<file path="src/rtl/tqvp_uart_tx_fifo.sv">
// tqvp_uart_tx_fifo: UART transmitter with a transmit FIFO and a runtime frame
// format (5..PAYLOAD_BITS data bits, optional parity, one or two stop bits).
// Define UART_TX_PARITY_EN to build the parity stage; without it cfg_parity is
// ignored and frames never carry a parity bit.
module tqvp_uart_tx_fifo #(
  parameter int unsigned COUNT_REG_LEN = 13,
  parameter int unsigned PAYLOAD_BITS  = 8,
  parameter int unsigned FIFO_DEPTH    = 4
) (
  input  logic                          clk,
  input  logic                          reset,
  output logic                          uart_txd,
  input  logic                          tx_wr_en,
  input  logic [PAYLOAD_BITS-1:0]       tx_wr_data,
  output logic                          tx_full,
  output logic                          tx_empty,
  output logic [$clog2(FIFO_DEPTH):0]   tx_level,
  output logic                          uart_tx_busy,
  output logic                          tx_done,
  input  logic [COUNT_REG_LEN-1:0]      baud_divider,
  input  logic [3:0]                    cfg_data_bits,
  input  logic [1:0]                    cfg_parity,
  input  logic                          cfg_stop2
);

  localparam int unsigned AW = $clog2(FIFO_DEPTH);
  localparam int unsigned LW = AW + 1;

  typedef enum logic [2:0] {
    S_IDLE,
    S_START,
    S_DATA,
    S_PARITY,
    S_STOP1,
    S_STOP2
  } state_e;

  // FIFO storage and bookkeeping
  logic [PAYLOAD_BITS-1:0] mem_q [FIFO_DEPTH];
  logic [AW-1:0]           wptr_q, rptr_q;
  logic [LW-1:0]           level_q, level_d;
  logic                    push, pop;
  logic [PAYLOAD_BITS-1:0] head;

  // Frame engine state
  state_e                   state_q;
  logic [COUNT_REG_LEN-1:0] cnt_q, div_q;
  logic [PAYLOAD_BITS-1:0]  shift_q;
  logic [3:0]               nbits_q, bitcnt_q;
  logic                     par_en_q, par_bit_q, stop2_q;
  logic                     txd_q, done_q;
  logic                     next_bit;

  // Per-frame settings sampled at pop time
  logic [3:0]               cfg_nbits;
  logic                     par_en_new, par_bit_new;

  assign tx_full      = (level_q == LW'(FIFO_DEPTH));
  assign tx_empty     = (level_q == '0);
  assign tx_level     = level_q;
  assign uart_tx_busy = (state_q != S_IDLE);
  assign uart_txd     = txd_q;
  assign tx_done      = done_q;

  // Full/empty are taken from the pre-edge level, so a push into a full FIFO
  // is refused even if a pop happens in the same cycle.
  assign push     = tx_wr_en && !tx_full;
  assign pop      = (state_q == S_IDLE) && !tx_empty;
  assign head     = mem_q[rptr_q];
  assign next_bit = (cnt_q >= div_q);

  // Occupancy next-state
  always_comb begin
    level_d = level_q;
    if (push && !pop)      level_d = level_q + LW'(1);
    else if (pop && !push) level_d = level_q - LW'(1);
  end

  // Clamp the data-bit count and precompute the parity bit of the head entry
  always_comb begin
    cfg_nbits = cfg_data_bits;
    if (cfg_data_bits < 4'd5 || cfg_data_bits > 4'(PAYLOAD_BITS))
      cfg_nbits = 4'(PAYLOAD_BITS);
`ifdef UART_TX_PARITY_EN
    par_bit_new = (cfg_parity == 2'b10);
    for (int unsigned i = 0; i < PAYLOAD_BITS; i++) begin
      if (i < 32'(cfg_nbits)) par_bit_new = par_bit_new ^ head[i];
    end
    par_en_new = (cfg_parity == 2'b01) || (cfg_parity == 2'b10);
`else
    par_bit_new = 1'b0;
    par_en_new  = 1'b0;
`endif
  end

`ifndef UART_TX_PARITY_EN
  logic unused_cfg_parity;
  assign unused_cfg_parity = ^cfg_parity;
`endif

  // FIFO pointers, occupancy and storage writes
  always_ff @(posedge clk) begin
    if (reset) begin
      wptr_q  <= '0;
      rptr_q  <= '0;
      level_q <= '0;
    end else begin
      if (push) begin
        mem_q[wptr_q] <= tx_wr_data;
        wptr_q        <= wptr_q + AW'(1);
      end
      if (pop) rptr_q <= rptr_q + AW'(1);
      level_q <= level_d;
    end
  end

  // Frame FSM with bit timer; txd and done are registered from the state
  always_ff @(posedge clk) begin
    if (reset) begin
      state_q   <= S_IDLE;
      cnt_q     <= '0;
      div_q     <= '0;
      shift_q   <= '0;
      nbits_q   <= '0;
      bitcnt_q  <= '0;
      par_en_q  <= 1'b0;
      par_bit_q <= 1'b0;
      stop2_q   <= 1'b0;
      txd_q     <= 1'b1;
      done_q    <= 1'b0;
    end else begin
      done_q <= 1'b0;
      case (state_q)
        S_START:  txd_q <= 1'b0;
        S_DATA:   txd_q <= shift_q[0];
        S_PARITY: txd_q <= par_bit_q;
        default:  txd_q <= 1'b1;
      endcase

      if (state_q == S_IDLE) begin
        if (pop) begin
          shift_q   <= head;
          nbits_q   <= cfg_nbits;
          div_q     <= baud_divider;
          stop2_q   <= cfg_stop2;
          par_en_q  <= par_en_new;
          par_bit_q <= par_bit_new;
          bitcnt_q  <= '0;
          cnt_q     <= '0;
          state_q   <= S_START;
        end
      end else if (!next_bit) begin
        cnt_q <= cnt_q + COUNT_REG_LEN'(1);
      end else begin
        cnt_q <= '0;
        case (state_q)
          S_START: state_q <= S_DATA;
          S_DATA: begin
            shift_q <= {1'b0, shift_q[PAYLOAD_BITS-1:1]};
            if (bitcnt_q == nbits_q - 4'd1)
              state_q <= par_en_q ? S_PARITY : S_STOP1;
            else
              bitcnt_q <= bitcnt_q + 4'd1;
          end
          S_PARITY: state_q <= S_STOP1;
          S_STOP1: begin
            if (stop2_q) begin
              state_q <= S_STOP2;
            end else begin
              state_q <= S_IDLE;
              done_q  <= 1'b1;
            end
          end
          default: begin
            state_q <= S_IDLE;
            done_q  <= 1'b1;
          end
        endcase
      end
    end
  end

endmodule

</file>
<file path="config.mk">
export PLATFORM = sky130hd
export DESIGN_NAME = tqvp_uart_tx_fifo
export DESIGN_NICKNAME = d
export VERILOG_FILES = /design/src/rtl/tqvp_uart_tx_fifo.sv
export SDC_FILE = /design/constraint.sdc
export NUM_CORES = 1
export LEC_CHECK = 0
export CORE_AREA = 2 2 89 91
export DETAILED_ROUTE_END_ITERATION = 10
export DIE_AREA = 0 0 91 93
export PLACE_DENSITY = 0.78
export RECOVER_POWER = 50
export SLEW_MARGIN = 10
export SYNTH_ARGS = -nofsm -noshare
export SYNTH_HDL_FRONTEND = slang
export SYNTH_SLANG_ARGS = --single-unit
</file>
<file path="constraint.sdc">
create_clock -name clk -period 3.1 [get_ports clk]
set_clock_uncertainty 0.15 [all_clocks]
set_input_delay 0.465 -clock clk [delete_from_list [all_inputs] [get_ports clk]]
set_output_delay 0.465 -clock clk [all_outputs]
set_load 0.05 [all_outputs]
</file>
==> results.json <==
{
  "critPathCaptureType": "output port",
  "areaGrowthSynthToFinish_pct": 15.61,
  "synth_seq_cells": 89,
  "nets": 500,
  "whs_ns": 0.3123,
  "synth_edf_count": 32,
  "synth_most_common_cell": "nand2_1",
  "rrSetupSlack_ns": 0.44,
  "tritoncts": "done",
  "finalSetupViolCount": 0,
  "fin_util_pct": 63.76,
  "p_leak_uw": 0.001809,
  "postSynthAreaPerCell_um2": 10.10,
  "totalWireLength_mm": 8.171,
  "rsz0062_at_grt": "false",
  "cts_made_buffers": 9,
  "synth_top_area_share_pct": 27.49,
  "rows": 32,
  "synth_nets": 464,
  "slew_headroom_pct": 4.935,
  "grt-ovfl-total": 0,
  "place_area_mm2": 0.004608,
  "synthCells": 411,
  "criticalPathCategory": "flip-flop to output port",
  "n_fill_cell": 635,
  "drt_pass1_iterations": 4,
  "status": "finished clean",
  "ioPinCount": 39,
  "antenna_cells": 0,
  "coreArea_mm2": 0.007527,
  "critical_path.max_fanout": 5,
  "yosysWarningCount": 0,
  "post_cts_resize_count": 0,
  "num_vias": 3060,
  "seq_area_mm2": 0.002103,
  "cts.htree.levels": 3,
  "globalplace.congestion": 0.7673,
  "tightest_slew_ns": 1.426,
  "die_w_um": 91,
  "post_cts_buffers": 0,
  "clkTransAtPathRegs_ns": 0.10,
  "clk_latency_ns": 0.37,
  "synthTopCellsByArea": "dfxtp_1 (27%), edfxtp_1 (23%), nand2_1 (6.4%)",
  "hold_class": "flip-flop to flip-flop",
  "seq_area_frac_synth_pct": 50.63,
  "postCtsHoldBufs": 0,
  "drtAntennaViolNets": 0,
  "finalHoldViolCount": 0,
  "antenna_found_initial": 0,
  "grt_pass1_vias": 2958,
  "multi_input_area_mm2": 0.001874,
  "drive_gt1_share_pct": 9.956,
  "maxCapViolCount": 0,
  "finalSetupTns_ns": 0,
  "grt_usage_pct": 20.30,
  "min_period_ns": 2.808,
  "die_height_um": 93,
  "required_ns": 2.48,
  "yosysUniqueCellTypes": 50,
  "worst_slack_ns": 0.2923,
  "syn_area_mm2": 0.004151,
  "grt_max_degree": 31,
  "synthArstFlopShare_pct": 0,
  "root_buffer": "clkbuf_8",
  "cts.sinks": 89,
  "final_cell_area_mm2": 0.004800,
  "max_freq_mhz": 356.2,
  "drv_slew": 0,
  "arrival_ns": 2.19,
  "yosys.area.top_type": "dfxtp_1",
  "drt-wirelength-per-cell_um": 14.75,
  "drt_iter0_drc": 180,
  "peakVddDrop_mv": 0.5767,
  "synth_common_cells": "nand2_1 (71), dfxtp_1 (57), edfxtp_1 (32), a21oi_1 (30), nor2_1 (26)",
  "fin_crit_sh_pct": 90.57,
  "preCtsSetupSlack_ns": 0.4866,
  "port_buffers": 36,
  "dp.final_hpwl_mm": 5.727,
  "route.detailed.drc": 0,
  "vias_per_cell": 5.523,
  "grt_pass1_wl_mm": 13.68,
  "fp.dieArea_mm2": 0.008463,
  "clockBufferDepth": 2,
  "initial_core_util_pct": 55.15,
  "critPathLaunchType": "flip-flop",
  "powerDensity_mw_per_mm2": 873.9,
  "synth-main-ff-cell": "dfxtp_1"
}
-- layer usage --
metal | GRT usage (%) | vias up | part of all wire, %
li1 | - | 1512 | -
met1 | 24.77 | 1483 | 45
met2 | 35.06 | 55 | 50
met3 | 6.124 | 10 | 3.5
met4 | 5.682 | 0 | 1.5
met5 | 0 | - | 0
-- cells in the final DEF, fill, tap and decap left out, types with 4 or more instances in the layout --
| master | count |
|---|---|
| or3_1 | 4 |
| nand4_1 | 7 |
| a311oi_1 | 4 |
| nor2_1 | 26 |
| nand2b_1 | 4 |
| ha_1 | 21 |
| edfxtp_1 | 32 |
| buf_4 | 5 |
| clkdlybuf4s50_1 | 27 |
| a21oi_1 | 30 |
| nor3b_1 | 5 |
| dlygate4sd3_1 | 8 |
| inv_1 | 24 |
| nor3_1 | 5 |
| and2_0 | 4 |
| nand2_1 | 71 |
| nor2b_1 | 4 |
| nand3_1 | 12 |
| a21o_1 | 8 |
| mux4_2 | 8 |
| clkbuf_8 | 9 |
| xor2_1 | 10 |
| dfxtp_1 | 56 |
| o21ai_0 | 16 |
-- flip-flops by register name (all words and copies together) (netlist names), named ones only --
| name | cells |
|---|---|
| shift_q | 8 |
| uart_txd | 1 |
| bitcnt_q | 4 |
| div_q | 13 |
| stop2_q | 1 |
| state_q | 3 |
| mem_q | 32 |
| rptr_q | 2 |
| cnt_q | 13 |
| tx_done | 1 |
| nbits_q | 4 |
| tx_level | 3 |
| wptr_q | 2 |
-- per-stage QoR --
stage	std cells	total power (µW)
final	554	4194
after global routing	554	4478
after CTS	554	4222
after detailed placement	538	3416
after global placement	538	3342
after floorplan	411	2980
-- critical path, stage by stage, from the launching register on --
cell	delay (ns)
dfxtp_1	0.36
or3_1	0.52
inv_2	0.12
clkdlybuf4s50_1	0.83
-- final cells by class --
| type | instances | share of cell area, % |
|---|---|---|
| Sequential cell | 89 | 43.82 |
| Multi-Input combinational cell | 279 | 39.05 |
| Timing Repair Buffer | 42 | 8.264 |
| Tap cell | 102 | 2.659 |
| Clock buffer | 9 | 2.581 |
| Inverter | 26 | 2.033 |
| Clock inverter | 7 | 1.590 |
-- cells by family (layout without fill, tap and decap cells) --
kind of cell	Yosys count	count (layout)	share of synthesized area, %
xor gates and xnor gates	13	13	2.743
muxes	10	10	4.822
adders and majority gates	22	22	6.811
AOI/OAI and AO/OA	77	77	12.60
buffers and inverters	43	84	4.219
DFF	89	89	50.63
and+or+nand+nor	157	157	18.17
-- worst paths after layout --
kind	from	end	cells after the start
worst max-delay path	tx_level[2]	tx_empty	3
worst min register to register	div_q[8]	div_q[8]	2
worst max register to register	cnt_q[2]	cnt_q[10]	8
worst min-delay path	div_q[8]	div_q[8]	2
-- power by group --
group | internal, µW | total, µW | switching, µW
combinational | 672 | 1830 | 1160
clock | 322 | 800 | 478
sequential | 1410 | 1560 | 155
total | 2400 | 4190 | 1790
Power figures use the tool's default switching activity.
